$ cat src/rtl/ram_init_param.sv
// Single-port synchronous data RAM with a zero-fill / stream-load init engine.
// CPU port: write on WE, otherwise a registered read; blocked while busy.
module ram_init_param #(
    parameter int DATA_WIDTH = 8,
    parameter int ADDR_WIDTH = 5
) (
    input  logic                  clock,
    input  logic                  resetN,
    input  logic [ADDR_WIDTH-1:0] address,
    input  logic                  WE,
    input  logic [DATA_WIDTH-1:0] dataIn,
    output logic [DATA_WIDTH-1:0] dataOut,
    output logic                  readValid,
    input  logic                  initStart,
    input  logic                  initMode,
    input  logic [ADDR_WIDTH:0]   initCount,
    input  logic [DATA_WIDTH-1:0] loadData,
    input  logic                  loadValid,
    output logic                  loadReady,
    output logic                  busy,
    output logic                  initDone
);

    localparam int DEPTH = 2 ** ADDR_WIDTH;
    localparam logic [ADDR_WIDTH:0]   DEPTH_W = (ADDR_WIDTH + 1)'(DEPTH);
    localparam logic [ADDR_WIDTH-1:0] LAST    = ADDR_WIDTH'(DEPTH - 1);
    localparam logic [ADDR_WIDTH-1:0] PTR_ONE = ADDR_WIDTH'(1);
    localparam logic [ADDR_WIDTH:0]   REM_ONE = (ADDR_WIDTH + 1)'(1);

    typedef enum logic [1:0] {
        IDLE,
        CLEAR,
        LOAD,
        DONE
    } state_t;

    state_t                  state_q, state_d;
    logic [ADDR_WIDTH-1:0]   ptr_q, ptr_d;
    logic [ADDR_WIDTH:0]     rem_q, rem_d;
    logic [DATA_WIDTH-1:0]   dout_q, dout_d;
    logic                    rvalid_q, rvalid_d;

    logic                    mem_we;
    logic [ADDR_WIDTH-1:0]   mem_addr;
    logic [DATA_WIDTH-1:0]   mem_wdata;
    logic [DATA_WIDTH-1:0]   mem [DEPTH];

    always_comb begin
        state_d   = state_q;
        ptr_d     = ptr_q;
        rem_d     = rem_q;
        dout_d    = dout_q;
        rvalid_d  = 1'b0;
        mem_we    = 1'b0;
        mem_addr  = address;
        mem_wdata = dataIn;
        unique case (state_q)
            IDLE: begin
                if (WE) begin
                    mem_we = 1'b1;
                end else begin
                    dout_d   = mem[address];
                    rvalid_d = 1'b1;
                end
                // The CPU access above still completes in the start cycle.
                if (initStart) begin
                    ptr_d = '0;
                    if (!initMode) begin
                        state_d = CLEAR;
                    end else if (initCount == '0) begin
                        state_d = DONE;
                    end else begin
                        state_d = LOAD;
                        rem_d   = (initCount > DEPTH_W) ? DEPTH_W : initCount;
                    end
                end
            end
            CLEAR: begin
                mem_we    = 1'b1;
                mem_addr  = ptr_q;
                mem_wdata = '0;
                ptr_d     = ptr_q + PTR_ONE;
                if (ptr_q == LAST) begin
                    state_d = DONE;
                end
            end
            LOAD: begin
                if (loadValid) begin
                    mem_we    = 1'b1;
                    mem_addr  = ptr_q;
                    mem_wdata = loadData;
                    ptr_d     = ptr_q + PTR_ONE;
                    rem_d     = rem_q - REM_ONE;
                    if (rem_q == REM_ONE) begin
                        state_d = DONE;
                    end
                end
            end
            DONE: begin
                state_d = IDLE;
            end
            default: begin
                state_d = IDLE;
            end
        endcase
    end

    always_ff @(posedge clock or negedge resetN) begin
        if (!resetN) begin
            state_q  <= IDLE;
            ptr_q    <= '0;
            rem_q    <= '0;
            dout_q   <= '0;
            rvalid_q <= 1'b0;
        end else begin
            state_q  <= state_d;
            ptr_q    <= ptr_d;
            rem_q    <= rem_d;
            dout_q   <= dout_d;
            rvalid_q <= rvalid_d;
        end
    end

    // Array contents survive reset.
    always_ff @(posedge clock) begin
        if (mem_we) begin
            mem[mem_addr] <= mem_wdata;
        end
    end

    assign dataOut   = dout_q;
    assign readValid = rvalid_q;
    assign loadReady = (state_q == LOAD);
    assign busy      = (state_q != IDLE);
    assign initDone  = (state_q == DONE);

endmodule

$ cat config.mk
export PLATFORM = sky130hd
export DESIGN_NAME = ram_init_param
export DESIGN_NICKNAME = d
export VERILOG_FILES = /design/src/rtl/ram_init_param.sv
export SDC_FILE = /design/constraint.sdc
export NUM_CORES = 1
export LEC_CHECK = 0
export ABC_CLOCK_PERIOD_IN_PS = 3500
export BUFFER_PORTS_ARGS = -buffer_cell sky130_fd_sc_hd__buf_2
export CORE_ASPECT_RATIO = 0.75
export CORE_MARGIN = 2
export CORE_UTILIZATION = 60
export CTS_BUF_LIST = sky130_fd_sc_hd__clkbuf_2
export CTS_CLUSTER_DIAMETER = 100
export CTS_CLUSTER_SIZE = 20
export DETAILED_ROUTE_END_ITERATION = 6
export PLACE_DENSITY = 0.78
export SLEW_MARGIN = 15
export SYNTH_ARGS = -nofsm -noshare
export SYNTH_HDL_FRONTEND = slang
export SYNTH_SLANG_ARGS = --single-unit
$ cat constraint.sdc
create_clock -name clock -period 3.5 [get_ports clock]
set_clock_uncertainty 0.15 [all_clocks]
set_input_delay 0.175 -clock clock [delete_from_list [all_inputs] [get_ports clock]]
set_output_delay 0.175 -clock clock [all_outputs]
set_load 0.1 [all_outputs]
==> metrics.md <==
| Metric | Value |
|---|---|
| Result of the run | completed |
| Average size of a mapped cell | 15.8 um^2 |
| Cell depth of the worst flop-to-flop path | 9 |
| Starting utilization of the core area | 60.9% |
| Post-synthesis instance area | 0.0117 mm^2 |
| Filler Cells Inserted | 1,277 |
| Cells taking the most area after synthesis | edfxtp_1 66%, mux2i_1 11%, dfrtp_1 4.7% |
| Half-perimeter wire length after placement | 16,300 um |
| Net count of the finished layout | 893 |
| GRT Resource Usage Total | 26.3% |
| Slew Viols, Final | 0 |
| Synth Flop Type | edfxtp_1 |
| Critical path class | reg -> reg |
| Total Power Consumption | 0.00909 W |
| Global-route wire length before repair | 40,800 um |
| R2R Path Start | state_q[0] |
| Syn. warnings | 0 |
| CTS tree | built |
| 1st-iter DRT viols | 776 |
| Arrival time worst endpoint | 3.89 ns |
| Synthesized Nets | 781 |
| Fin. Hold Viols | 0 |
| Worst hold path depth | 3 |
| Antenna Diode Count | 0 |
| Minimum setup slack after placement | 0.498 ns |
| Critical-path cell with the highest stage delay | dlygate4sd3_1 |
| Kind of start point of the critical path | flop |
| Pre-antenna DRT Iters | 5 |
| Storage element area | 0.00824 mm^2 |
| Final-layout setup total negative slack | 0 ns |
| Antenna violations before repair | 0 |
| Highest clock frequency the design can meet | 0.305 GHz |
| Inserted Clock Buffers | 17 |
| LEAKAGE | 4.80 nW |
| CP Cell Sequence | inv_1 -> ha_1 -> nor2b_1 -> a21oi_1 -> o21ai_2 -> a21oi_1 -> dlygate4sd3_1 -> o21ai_1 -> dlygate4sd3_1 |
| Area of combinational cells with multiple inputs | 0.00316 mm^2 |
| # H-tree levels | 1 |
| Vias in the first global route | 7,193 |
| Setup slack of the worst register-to-register path | 0.22 ns |
| Reported max-cap violation count | 0 |
| # rows | 44 |
| Portion of the post-synthesis area used by sequential elements | 70.4% |
| Maximum net fanout on the critical path | 12 |
| Top-Level Pins | 45 |
| DRC errors left | 0 |
| Die Width | 165 um |
| Post-route minimum period | 3.28 ns |
| Vias post-DR | 7,095 |
| Clk_lat worst skew | 0.81 ns |
| Number of cells produced by synthesis | 739 |
| R2r endpoint | rem_q[0] |
| Post-CTS setup buffer count | 0 |
| Min setup slack post-route | 0.216 ns |
| Util after Layout | 67.5% |
| Max-slew headroom at the worst pin | 38.2% |
| Unrepaired setup endpoints after global routing | false |
| Async S/R FF share, synth | 7.91% |
| Number of instances in the placed design | 1,037 |
| Hold path startpoint | WE |
| Finished Layout Cells | 1,111 |
| Residual antenna-violating net count after detailed routing | 0 |
| Area share of the leading cell type in the synthesized netlist | 65.7% |
| Count of flip-flops with a built-in enable after synthesis | 256 |
| Max stage delay on crit path | 0.59 ns |
| Final estimated routing congestion in global placement | 0.876 |
| Least-Margin Pin Slew | 0.927 ns |
| Number of gates resized after cts | 0 |
| Largest vdd supply drop | 937 uV |
| Terminating pin of the worst hold path | readValid |
| Clock sink total | 278 |
| Fraction of layout cells with a size suffix above 1 | 16.8% |
| Wire length per cell | 23.8 um |
| Die footprint | 0.0206 mm^2 |
| Worst min-delay path category | in -> reg |
| Netlist cell types | 45 |
| Data required time of the worst path | 4.11 ns |
| Root Driver | clkbuf_2 |
| Power per unit of standard cell area | 701 mW/mm^2 |
| Detailed Route WL | 26,400 um |
| Post-route clock period utilization | 93.8% |
| # setup viols final | 0 |
| Area growth from synthesis to final layout | 10.8% |
| Number of buffer cells added on primary ports | 44 |
| Most area-hungry cell type in the Yosys netlist | edfxtp_1 |
| Detail-routed via count per cell | 6.39 |
| Total gr overflow | 0 |
| Largest net degree at the start of global routing | 66 |
| Core region area | 0.0192 mm^2 |
| Clk pin slew, worst setup/hold paths | 0.36 ns |
| Die Ht | 125 um |
| CTS Buffer Depth | 3 |
| Number of synthesized register bits | 278 |
| Endpoint class of the critical path | flop |
-- worst max-delay path: cells and delay by family (launching register included) --
kind | cells | cell delay, ns
AO/OA/AOI/OAI | 4 | 0.94
adder cells (fa/ha/maj) | 1 | 0.23
buffers and inverters | 3 | 1.25
flip-flops | 1 | 0.49
AND/OR/NAND/NOR | 1 | 0.17
-- kinds of logic (layout without fill, tap and decap cells) --
family                     after synthesis  count (layout)  synth area share [%]
AOI/OAI and AO/OA                      150             150                  9.72
adders and majority gates                9               9                 0.962
buffers and inverters                   63             182                  2.93
DFF                                    278             278                  70.4
muxes                                  132             132                  11.3
and+or+nand+nor                        107             107                  4.67
-- cell usage in the layout, fill, tap and decap left out, drive strengths merged, types with 2 or more instances in the layout --
master,instances
a21oi,28
a221oi,18
a22o,25
a22oi,34
a32oi,2
and3,2
buf,89
clkbuf,24
dfrtp,22
dlygate4sd3,47
edfxtp,256
ha,9
inv,21
mux2i,131
nand2,24
nand2b,7
nand3,16
nand3b,2
nor2,29
nor2b,13
nor3,4
o21ai,19
o22ai,10
o31a,2
o41ai,8
or3,4
-- how the worst max path moves through the flow --
stage	startpoint	end	slack [ns]	cells past startpoint
final	state_q[0]	rem_q[0]	0.22	9
after global routing	state_q[0]	rem_q[0]	0.1	9
after CTS	state_q[0]	rem_q[5]	0.34	9
after global placement	state_q[0]	mem[13][3]	0.59	7
after floorplan	state_q[0]	mem[19][0]	0.06	8
after detailed placement	state_q[0]	mem[29][4]	0.50	6
-- sequential cells by signal, indices dropped and copies added, names as in the netlist --
name and count:
dataOut 8, ptr_q 5, mem 256, readValid 1, rem_q 6, state_q 2
-- metal layers --
| layer | track usage [%] | up-vias | share of wire [%] |
|---|---|---|---|
| li1 | - | 3118 | - |
| met1 | 38.3 | 3553 | 41 |
| met2 | 42.3 | 358 | 48 |
| met3 | 3.02 | 66 | 7.9 |
| met4 | 8.13 | 0 | 3.1 |
| met5 | 0 | - | 0 |
-- final cells by class --
type                    count  area share, %
clock buffers              24          0.927
clock inverters             2         0.0579
inverters                  20          0.579
multi-input cells         398           24.4
flip-flops and latches    278           63.6
well taps                 253           2.44
repair buffers            136           8.08
-- where the power goes --
group | switching, W | leakage [nW] | internal (W) | total (W)
Sequential | 0.000150 | 2.61 | 0.00454 | 0.00469
Combinational | 0.00234 | 2.09 | 0.000974 | 0.00331
Clock | 0.000904 | 0.106 | 0.000178 | 0.00108
-- Yosys cell counts, types with 5 or more instances --
cell type	instances
ha_1	9
a22oi_1	34
edfxtp_1	256
o21ai_0	17
o41ai_2	8
a21oi_1	28
a22o_1	25
nor2_1	23
dfrtp_1	22
nor2_2	6
clkbuf_1	16
inv_1	20
buf_4	9
a221oi_1	18
nor2b_1	11
buf_6	9
buf_1	5
nand3_1	16
nand2_1	24
nand2b_1	6
mux2i_1	131
o22ai_1	9
-- per-stage QoR --
stage | hold WS, ns | cell area (um^2)
after CTS | 0.0100 | 13000
final | 0.0851 | 13000
after global routing | 0.0469 | 13000
after global placement | 0.0385 | 12300
after floorplan | -0.271 | 11700
after detailed placement | 0.0556 | 12300
-- repair_timing --
action	CTS	global route
endpoints found under the setup margin	0	0
hold buffers	48	0
endpoints found under the hold margin	308	0
Power figures use the tool's default switching activity.
